--- config.mk ---
export PLATFORM = sky130hd
export DESIGN_NAME = pcler_counter
export DESIGN_NICKNAME = d
export VERILOG_FILES = /design/src/rtl/pcler_counter.sv
export SDC_FILE = /design/constraint.sdc
export NUM_CORES = 1
export LEC_CHECK = 0
export BUFFER_PORTS_ARGS = -buffer_cell sky130_fd_sc_hd__buf_2
export CAP_MARGIN = 20
export CORE_MARGIN = 4
export CORE_UTILIZATION = 37
export CTS_BUF_LIST = sky130_fd_sc_hd__clkbuf_8
export DETAILED_ROUTE_END_ITERATION = 10
export PLACE_DENSITY = 0.74
export SLEW_MARGIN = 20
export SYNTH_ARGS = -nofsm -noshare
export SYNTH_HDL_FRONTEND = slang
export SYNTH_SLANG_ARGS = --single-unit
export TNS_END_PERCENT = 1
--- constraint.sdc ---
create_clock -name clk_pad -period 1.98 [get_ports clk_pad]
set_input_delay 0.297 -clock clk_pad [delete_from_list [all_inputs] [get_ports clk_pad]]
set_output_delay 0.297 -clock clk_pad [all_outputs]
set_load 0.02 [all_outputs]
--- src/rtl/pcler_counter.sv ---
// Loadable, clearable up/down counter with programmable terminal value,
// cascade carry chain and a sticky wrap flag.
module pcler_counter #(
    parameter int WIDTH    = 8,
    parameter bit HAS_DOWN = 1'b1
) (
    input  logic             clk_pad,
    input  logic             rst_pad,
    input  logic             load_pad,
    input  logic             clear_pad,
    input  logic             en_pad,
    input  logic             cin_pad,
    input  logic             dir_pad,
    input  logic [WIDTH-1:0] din_pad,
    input  logic [WIDTH-1:0] max_pad,
    output logic [WIDTH-1:0] q_pad,
    output logic             tc_pad,
    output logic             cout_pad,
    output logic             wrap_pad
);
    localparam logic [WIDTH-1:0] ONE = {{(WIDTH-1){1'b0}}, 1'b1};

    logic [WIDTH-1:0] q_q, q_d;
    logic             wrap_q, wrap_d;
    logic             up, count, at_max, at_zero;

    // Without down support the direction input is forced to up.
    assign up      = dir_pad | ~HAS_DOWN;
    assign count   = en_pad & cin_pad;
    assign at_max  = (q_q == max_pad);
    assign at_zero = (q_q == '0);

    assign tc_pad   = up ? at_max : at_zero;
    assign cout_pad = count & tc_pad & ~load_pad & ~clear_pad;
    assign q_pad    = q_q;
    assign wrap_pad = wrap_q;

    // Priority below reset: load, clear, count, hold. A count above max_pad
    // simply rolls over 2^WIDTH without touching the wrap flag.
    always_comb begin
        q_d    = q_q;
        wrap_d = wrap_q;
        if (load_pad) begin
            q_d = din_pad;
        end else if (clear_pad) begin
            q_d    = '0;
            wrap_d = 1'b0;
        end else if (count) begin
            if (up) begin
                if (at_max) begin
                    q_d    = '0;
                    wrap_d = 1'b1;
                end else begin
                    q_d = q_q + ONE;
                end
            end else begin
                if (at_zero) begin
                    q_d    = max_pad;
                    wrap_d = 1'b1;
                end else begin
                    q_d = q_q - ONE;
                end
            end
        end
    end

    always_ff @(posedge clk_pad) begin
        if (rst_pad) begin
            q_q    <= '0;
            wrap_q <= 1'b0;
        end else begin
            q_q    <= q_d;
            wrap_q <= wrap_d;
        end
    end

endmodule

==> run summary <==
The flow ran to the end, and the final reports show no timing, DRC or antenna violations. The worst setup path is launched from a register. With fillers left out, the area of the finished cells amounts to 1519 um2.

Counting every sink on the clock net gives 9. The starting utilization of the core area came out at 40.31%. The HPWL after detailed placement came out at 2.899 mm. The average instance area after synthesis is 8.098 um2. The final route contains 1322 vias. The cell count after synthesis came out at 142. Routability-driven placement finished with a final weighted congestion of 0.9795. Global routing used 25.43% of the available met1 tracks.

The initial antenna violation count was 0. The proportion of synthesized flip-flops having asynchronous set or reset is 0%. Measured along the x axis, the die boundary spans 63.75 um. The clock network latency to the later pin of the worst-skew pair is 0.24 ns. The violation count after the first detailed-routing iteration is 81.

Once placement finished, the instance area stood at approximately 1400 um2. In the final routed layout, each cell accounts on average for 17.79 um. The total detailed-routing wirelength came out at 3.931 mm. After clock tree synthesis, the clock-pin slew on the worst setup and hold paths is 0.05 ns. The worst setup path is captured at a primary output. The number of global-route vias before repair is 1305.

The setup check on the worst reg-to-reg path leaves a slack of ~0.080 ns. The first-pass detailed-route iteration total is 4. The die area is 4063 um2.

The critical path's largest stage delay is 0.36 ns. The detailed-route DRC error count is 0. The number of max-slew violations in the final report came out at 0. The CTS buffer count is 3. The worst max-slew margin expressed relative to the limit came out at 68.81%. TritonCTS built the clock tree. The number of nets produced by synthesis is around 170.

The combined global-route utilization of all metal layers is 19.27%. The met3 routing resource usage after global routing is approximately 3.2%. The standard-cell row count came out at 19. The critical path goes through inv_4 -> ha_4 -> nor4b_4 -> and2_4 -> o21a_4 -> and3_4 -> buf_6. After detailed routing, the number of vias per cell comes to about 6. The worst voltage drop across the vdd grid came out at roughly 0.00024 V. The total number of nets in the final design is 217. By area the synthesized netlist is led by sky130_fd_sc_hd__dfxtp_1, sky130_fd_sc_hd__xnor2_1, sky130_fd_sc_hd__buf_6. The count of state elements after synthesis came out at 9. The met2 usage is 31.03%. Setup repair after global routing could not meet its margin everywhere. The number of max-capacitance violations reported is 0. The mux cell area share after synthesis came out at 1.850%. The power density relative to cell area is 551.6 nW/um2. The number of antenna diodes in the final layout is 0. The count of H-tree levels built during CTS came out at 1. After Yosys synthesis, full adders, half adders and majority gates account for 3.264% of the synthesized area. The cell area after technology mapping came out at between 1000 and 1500 um2. In the layout the commonest cells are sky130_fd_sc_hd__buf_2, sky130_fd_sc_hd__buf_4, sky130_fd_sc_hd__nand2_1.

The boundary pin count came out at 34. The area added between synthesis and finish came out at 32.10%. The portion of synthesized cell area occupied by the leading cell type came out at 15.67%. The core outline area is 2853 um2.

The post-synthesis share of cell area spent on xor and xnor gates came out at 8.379%. The library cell used most frequently in the layout, excluding fill and tap cells, is sky130_fd_sc_hd__buf_2. The most used flip-flop cell after synthesis is sky130_fd_sc_hd__dfxtp_1. Of all cell types, the one taking the most synthesized area is sky130_fd_sc_hd__dfxtp_1. The buffer cell driving the clock tree root is sky130_fd_sc_hd__clkbuf_8. The total of fill cells in the finished design came out at 285. The die boundary height is 63.75 um. The number of flops mapped to enable cells by yosys is 0.

The maximum clock frequency is 513.3 MHz. The count of synthesis-stage warnings from yosys is 0. STA puts the critical path data required time at 1.68 ns. The post-route fraction of the period consumed by the critical path came out at 98.39%.

The type of the worst setup path is register to primary output. The count of final setup violators is 0. The overall power after layout came out at 837.9 uW. The path class of the tightest hold or removal check is input port to register. The static leakage came out at 0.6561 nW. The final critical-path required period is approximately 1.9 ns. The first-pass GRT wire length is between 6 and 7 mm. The top fanout value on the critical path is 3. The complex-gate fraction of the synthesized area is 31.88%.

The layout cell share with drive strength beyond 1 is a little over two fifths. The number of different library cells used by synthesis comes to 58. The global routing stage identified its most utilized layer as met2. For this design, the slowest cell found on the critical path is sky130_fd_sc_hd__dfxtp_4.

The remaining global-route overflow is 0. Summing the areas of all and, or, nand and nor instances in the mapped netlist gives 26.55% of the synthesized area. The remaining antenna violation count is 0.

The maximum number of pins on one net before global-route repair came out at 16. The register area share after synthesis is 15.67%. The signal arrival time at the worst endpoint is 1.65 ns. The slew at the pin closest to its max-slew limit is 0.4661 ns.

The number of endpoints with negative hold slack in the final report is 0. The worst-case clock buffer depth is 2. By area, the combinational part of the netlist is dominated by compound AO/OA/AOI/OAI gates.

The number of buffers inserted by hold repair at cts is 0. The worst clock skew came out at approximately 0.0010 ns. The number of port buffers is 33.
==> critical path, delay by kind of cell (launching register included) <==
kind,cells,cell delay (ns)
AOI/OAI and AO/OA,1,0.13
adders and majority gates,1,0.14
buffers and inverters,2,0.17
DFF,1,0.36
and+or+nand+nor,3,0.61
==> metal layers <==
metal	vias up	wire [um]
met5	-	0
met1	612	1735
met4	0	47
met2	60	1890
met3	8	257
li1	642	-
==> cell type report <==
type	instances	area (um2)	area share, %
multi-input cells	113	862.1	56.75
repair buffers	56	347.8	22.90
flip-flops and latches	9	190.2	12.52
clock buffers	3	41.29	2.718
well taps	31	38.79	2.554
inverters	8	35.03	2.306
clock inverters	1	3.754	0.2471
==> cells in the mapped netlist (2+ instances only) <==
library cell	n
sky130_fd_sc_hd__nand2_1	10
sky130_fd_sc_hd__xnor2_1	10
sky130_fd_sc_hd__a21oi_1	9
sky130_fd_sc_hd__dfxtp_1	9
sky130_fd_sc_hd__inv_1	8
sky130_fd_sc_hd__buf_6	5
sky130_fd_sc_hd__nor2_1	5
sky130_fd_sc_hd__o21ai_0	5
sky130_fd_sc_hd__a211oi_1	4
sky130_fd_sc_hd__and2_1	4
sky130_fd_sc_hd__nor4_1	4
sky130_fd_sc_hd__ha_1	3
sky130_fd_sc_hd__nand3_1	3
sky130_fd_sc_hd__nor3_1	3
sky130_fd_sc_hd__o211ai_1	3
sky130_fd_sc_hd__o311a_1	3
sky130_fd_sc_hd__a221oi_1	2
sky130_fd_sc_hd__a311oi_1	2
sky130_fd_sc_hd__a31oi_1	2
sky130_fd_sc_hd__and4_1	2
sky130_fd_sc_hd__buf_2	2
sky130_fd_sc_hd__buf_4	2
sky130_fd_sc_hd__clkbuf_8	2
sky130_fd_sc_hd__nand3b_1	2
sky130_fd_sc_hd__nand4_1	2
sky130_fd_sc_hd__o21a_1	2
sky130_fd_sc_hd__o21bai_1	2
sky130_fd_sc_hd__or3_1	2
==> kinds of logic after synthesis <==
| logic type | count (synthesis) |
|---|---|
| XOR/XNOR | 11 |
| flip-flops | 9 |
| multiplexers | 2 |
| AO/OA/AOI/OAI | 49 |
| adder cells (fa/ha/maj) | 3 |
| buffers and inverters | 20 |
| AND/OR/NAND/NOR | 48 |
==> where the power goes <==
part,internal (mW),total (mW),switching (mW)
registers,0.192,0.208,0.0158
logic,0.194,0.401,0.207
clock network,0.137,0.228,0.0917
==> metrics by stage <==
stage               setup slack, ns  hold slack (ns)  cells  utilization, %  TNS (ns)
detailed placement          0.04169           0.4609    209           48.77         0
floorplan                  -0.02611           0.4445    142               -  -0.02611
global placement            0.06226           0.4659    209           48.77         0
finish                      0.03183           0.3117    221           53.25         0
CTS                        0.004476           0.3099    220           52.54         0
global route               -0.02241           0.3264    221           53.25  -0.02348
==> sequential cells by signal (all words and copies together), names as in the netlist <==
register  count
q_pad         8
wrap_pad      1
==> worst paths after layout <==
check / from / to / cells after the start
min reg2reg: wrap_pad / wrap_pad / 1
min: din_pad[1] / q_pad[1] / 3
max: q_pad[1] / cout_pad / 7
max reg2reg: q_pad[0] / q_pad[2] / 8
==> what timing repair did <==
item / in CTS / in global routing
resized for setup: 4 / 3
hold endpoints to repair: 0 / 0
setup endpoints to repair: 1 / 2
buffers inserted: 7 / 1
pin swaps: 2 / 6
Note: power is estimated with default switching activity, not from simulation.
